`config.mk`:
```
export PLATFORM = sky130hd
export DESIGN_NAME = trace_drain_scheduler
export DESIGN_NICKNAME = d
export VERILOG_FILES = /design/src/rtl/trace_drain_scheduler.sv
export SDC_FILE = /design/constraint.sdc
export NUM_CORES = 2
export LEC_CHECK = 0
export ABC_AREA = 1
export CAP_MARGIN = 20
export CELL_PAD_IN_SITES_DETAIL_PLACEMENT = 1
export CELL_PAD_IN_SITES_GLOBAL_PLACEMENT = 1
export CORE_MARGIN = 2
export CORE_UTILIZATION = 54
export CTS_CLUSTER_SIZE = 10
export DETAILED_ROUTE_END_ITERATION = 12
export HOLD_SLACK_MARGIN = 0.15
export PLACE_DENSITY = 0.84
export SETUP_SLACK_MARGIN = 0.15
export SLEW_MARGIN = 5
export SYNTH_ARGS = -nofsm -noshare
export SYNTH_HDL_FRONTEND = slang
export SYNTH_SLANG_ARGS = --single-unit
```
`constraint.sdc`:
```
create_clock -name clk -period 21.9 [get_ports clk]
set_input_delay 6.57 -clock clk [delete_from_list [all_inputs] [get_ports clk]]
set_output_delay 6.57 -clock clk [all_outputs]
set_load 0.02 [all_outputs]
```
`src/rtl/trace_drain_scheduler.sv`:
```
// Trace record buffer: start/stop capture FSM feeding a fall-through FIFO,
// drained to the sink over valid/ready, with a saturating drop counter.
module trace_drain_scheduler #(
  parameter int REC_WIDTH = 128,
  parameter int DEPTH     = 16,
  parameter int CNT_WIDTH = 32
) (
  input  logic                   clk,
  input  logic                   rst,
  input  logic                   ctrl_start_i,
  input  logic                   ctrl_stop_i,
  input  logic                   rec_valid_i,
  input  logic [REC_WIDTH-1:0]   rec_data_i,
  output logic                   out_valid_o,
  output logic [REC_WIDTH-1:0]   out_data_o,
  input  logic                   out_ready_i,
  output logic [1:0]             state_o,
  output logic [$clog2(DEPTH):0] fill_o,
  output logic [CNT_WIDTH-1:0]   drop_count_o,
  output logic                   overflow_o,
  output logic                   done_o
);
  localparam int AW = $clog2(DEPTH);
  localparam logic [AW:0] DEPTH_F = (AW+1)'(DEPTH);

  typedef enum logic [1:0] {IDLE = 2'd0, CAPTURE = 2'd1, DRAIN = 2'd2, DONE = 2'd3} state_t;

  state_t                 state_q, state_d;
  logic [AW-1:0]          wr_ptr_q, wr_ptr_d, rd_ptr_q, rd_ptr_d;
  logic [AW:0]            fill_q, fill_d;
  logic [CNT_WIDTH-1:0]   drop_q, drop_d;
  logic                   ovf_q, ovf_d;
  logic                   done_q, done_d;
  logic [REC_WIDTH-1:0]   mem_q [DEPTH];
  logic                   push, pop, drop;

  always_comb begin
    pop  = (fill_q != '0) && out_ready_i && (state_q != IDLE);
    push = (state_q == CAPTURE) && rec_valid_i && ((fill_q < DEPTH_F) || pop);
    drop = (state_q == CAPTURE) && rec_valid_i && !push;

    state_d  = state_q;
    wr_ptr_d = push ? wr_ptr_q + AW'(1) : wr_ptr_q;
    rd_ptr_d = pop  ? rd_ptr_q + AW'(1) : rd_ptr_q;
    fill_d   = fill_q + (AW+1)'(push) - (AW+1)'(pop);
    drop_d   = (drop && drop_q != '1) ? drop_q + CNT_WIDTH'(1) : drop_q;
    ovf_d    = ovf_q | drop;

    unique case (state_q)
      IDLE:    if (ctrl_start_i) state_d = CAPTURE;
      CAPTURE: if (ctrl_stop_i)  state_d = DRAIN;
      // fill==0 here means nothing left to pop and pushes are already closed
      DRAIN:   if (fill_q == '0) state_d = DONE;
      DONE:    if (ctrl_start_i) state_d = CAPTURE;
      default: state_d = IDLE;
    endcase

    if ((state_q == IDLE || state_q == DONE) && ctrl_start_i) begin
      drop_d = '0;
      ovf_d  = 1'b0;
    end
    done_d = (state_d == DONE);
  end

  always_ff @(posedge clk) begin
    if (rst) begin
      state_q  <= IDLE;
      wr_ptr_q <= '0;
      rd_ptr_q <= '0;
      fill_q   <= '0;
      drop_q   <= '0;
      ovf_q    <= 1'b0;
      done_q   <= 1'b0;
    end else begin
      state_q  <= state_d;
      wr_ptr_q <= wr_ptr_d;
      rd_ptr_q <= rd_ptr_d;
      fill_q   <= fill_d;
      drop_q   <= drop_d;
      ovf_q    <= ovf_d;
      done_q   <= done_d;
    end
  end

  // Storage needs no reset: pointers and fill define what is valid.
  always_ff @(posedge clk) begin
    if (push) mem_q[wr_ptr_q] <= rec_data_i;
  end

  assign out_valid_o  = (fill_q != '0);
  assign out_data_o   = out_valid_o ? mem_q[rd_ptr_q] : '0;
  assign state_o      = state_q;
  assign fill_o       = fill_q;
  assign drop_count_o = drop_q;
  assign overflow_o   = ovf_q;
  assign done_o       = done_q;
endmodule

```
==> impl_metrics.ini <==
[setup_path]
r2r-start = state_o[0]$_SDFF_PP0_
crit_top_cell = buf_4
required_ns = 15.33
critPathCaptureType = output port
cp_num_buf_inv = 5
worstSetupStartpointType = register
crit_chain = buf_4 > buf_16 > buf_4 > buf_4 > o21ai_0 > o211ai_1 > nand3_1 > a21oi_1 > clkdlybuf4s50_1
crit_slowest_cell = dfxtp_4
crit_arrival_ns = 6.11
critical_path_class = register to output port
reg2reg_depth = 12
path_delay_family = buffers and inverters
r2r_slack_ns = 17.14
r2r_end = mem_q[8][1]$_DFFE_PP_
worstPathMaxFanout = 91
slowest_delay_ns = 0.85

[global_routing]
gr-total-overflow = 0
track_usage_pct = 32.20
grt_first_pass_wirelength_mm = 379.8
grt_pass1_vias = 60210
antenna_found_initial = 40
grt_max_degree = 216

[placed_design]
place.gp.congestion = 0.7958
port_buffers = 303
placed_cell_area_um2 = 88040
place_hpwl_mm = 128.8

[cells_and_area]
final-seq-area_um2 = 62580
drive_gt1_share_pct = 5.383
design_area_um2 = 94740
fin_nets = 6911
n_fill_cell = 14770
multiInputGateArea_um2 = 18600
syn_to_final_growth_pct = 13.04

[clocking]
cts_sinks = 2101
cts_buffers = 231
ctsLongestPathBuffers = 3
cts_tree = built
clock_latency_ns = 0.88
root_buffer = clkbuf_16
cts_resized = 0
clkTransAtPathRegs_ns = 0.06
ctsHoldBuffers = 0
post_cts.repair.setup_buffers = 0
cts_htree_levels = 4

[synth]
synthesis.area_um2 = 83810
synth_cell_types = 32
ys.flop_type = edfxtp_1
syn-instance-count = 6585
yosysWarnings = 0
synth_common_cells = edfxtp_1, nor2_1, o21ai_0
ys_seq_area_share_pct = 74.65
synth_top_area_share_pct = 73.38
synthTopCellsByArea = edfxtp_1, nor2_1, o21ai_0
synth_edf_count = 2048
ys_async_sr_fraction_pct = 0
synth_top_area_cell = edfxtp_1
syn_nets = 6736
postSynthAreaPerCell_um2 = 12.73
yosysMostFrequentCell = edfxtp_1
synth_seq_cells = 2101

[detailed_routing]
num_vias = 56700
wl_per_cell_um = 29.07
antenna_left = 0
routed_wl_mm = 258.5
first_iter_violations = 7079
drt_first_pass_iters = 6
drc = 0
avgViaCountPerCell = 6.375

[die]
die_x_um = 398.0
start_util_pct = 54.40
io_pins = 304
rows = 144
coreArea_um2 = 154000
dieArea_um2 = 158400
fp.dieH_um = 398.0

[sta]
hold_viol = 0
slew_violations = 0
period_minus_slack_ns = 12.68
post-route-period-util_pct = 57.92
max_freq_mhz = 78.83
final.setup_skew_ns = 0.04942
finalSetupTns_ns = 0
tightest_slew_ns = 1.192
finalSetupViolations = 0
relSlewSlack_pct = 20.55
rsz0062_at_grt = no

[job]
maxCapViolCount = 0

[status]
outcome = complete, no violations

[hold_path]
hold_path_class = register to register
worstHoldStart = rd_ptr_q[3]$_SDFFE_PP0P_
hold-path-cell-count = 2

[pwr]
leakage_nw = 30.30
powerDensity_nw_per_um2 = 113.1
ir_drop_v = 0.00008533
-- layer usage --
metal / vias up / wire (um) / GRT usage (%)
li1: 24240 / - / -
met1: 29010 / 98000 / 41.22
met2: 2856 / 130300 / 54.28
met3: 575 / 20500 / 5.474
met4: 12 / 9635 / 13.99
met5: - / 82 / 0
-- worst max-delay path by stage --
stage | depth (start not counted) | slack [ns] | startpoint | endpoint
after floorplan | 6 | 8.94 | out_ready_i | mem_q[11][0]$_DFFE_PP_
after global placement | 10 | 10.33 | register | out_data_o[72]
after detailed placement | 8 | 10.08 | register | out_data_o[72]
after CTS | 8 | 9.02 | register | out_data_o[72]
after global routing | 9 | 8.97 | register | out_data_o[72]
final | 9 | 9.22 | register | out_data_o[72]
-- final cells by class --
type                    instances  share of cell area [%]
inverters                     141                  0.5904
well taps                    2044                   2.700
clock inverters                20                  0.4649
repair buffers                389                   4.189
multi-input cells            3896                   19.63
flip-flops and latches       2101                   66.05
diodes                         32                 0.08453
clock buffers                 271                   6.292
-- where the power goes --
| group | switching (mW) | leakage, nW | total [mW] | internal, mW |
|---|---|---|---|---|
| clock | 1.54 | 3.09 | 3.46 | 1.91 |
| combinational | 1.89 | 8.37 | 2.73 | 0.840 |
| sequential | 0.0492 | 18.8 | 4.53 | 4.48 |
-- logic make-up after synthesis --
family	after synthesis	synth area share, %
AOI/OAI and AO/OA	1714	11.55
xor gates and xnor gates	8	0.08361
DFF	2101	74.65
and+or+nand+nor	2157	10.14
adders and majority gates	17	0.2628
buffers and inverters	588	3.310
-- state kept, by name, summed over array words and instances, names as in the netlist, named ones only --
name,flops
fill_o,5
done_o,1
wr_ptr_q,4
state_o,2
rd_ptr_q,4
drop_count_o,32
mem_q,2048
overflow_o,1
-- metrics by stage --
step | worst slack [ns] | hold slack [ns] | std cells | utilization [%] | power [mW]
after detailed placement | 10.08 | 0.4530 | 8563 | 57.15 | 7.232
final | 9.215 | 0.4772 | 8894 | 61.50 | 10.71
after global routing | 8.973 | 0.5179 | 8884 | 61.48 | 11.06
after floorplan | 8.936 | 0.4336 | 6585 | - | 6.175
after global placement | 10.33 | 0.4374 | 8562 | 57.14 | 7.093
after CTS | 9.022 | 0.4714 | 8854 | 61.31 | 10.69
-- worst register-to-register path: stages (launching register included) --
cell	delay [ns]
dfxtp_1	0.41
inv_1	0.11
ha_1	0.21
inv_1	0.07
a21oi_1	0.08
inv_1	0.06
nand2_1	0.15
inv_1	0.15
nand2_1	0.25
nor2_4	0.16
buf_4	0.81
buf_4	0.88
buf_4	0.99
-- placed cells by master (no fill, tap or decap), types with 2 or more instances in the layout --
cell / n
a21oi_1: 237
a31oi_1: 2
buf_12: 12
buf_16: 7
buf_4: 67
clkbuf_1: 37
clkbuf_16: 231
clkbuf_8: 3
clkdlybuf4s50_1: 303
clkinv_1: 2
clkinv_16: 10
clkinv_2: 2
clkinv_8: 2
dfxtp_1: 49
dfxtp_4: 4
diode_2: 32
edfxtp_1: 2048
ha_1: 16
inv_1: 136
inv_16: 3
inv_8: 3
nand2_1: 204
nand3_1: 288
nand3b_1: 2
nand4_1: 8
nor2_1: 1632
nor2_4: 16
nor3_1: 3
o211ai_1: 436
o21ai_0: 1035
xor2_1: 7
No activity file was read; power rests on OpenSTA's default activity.
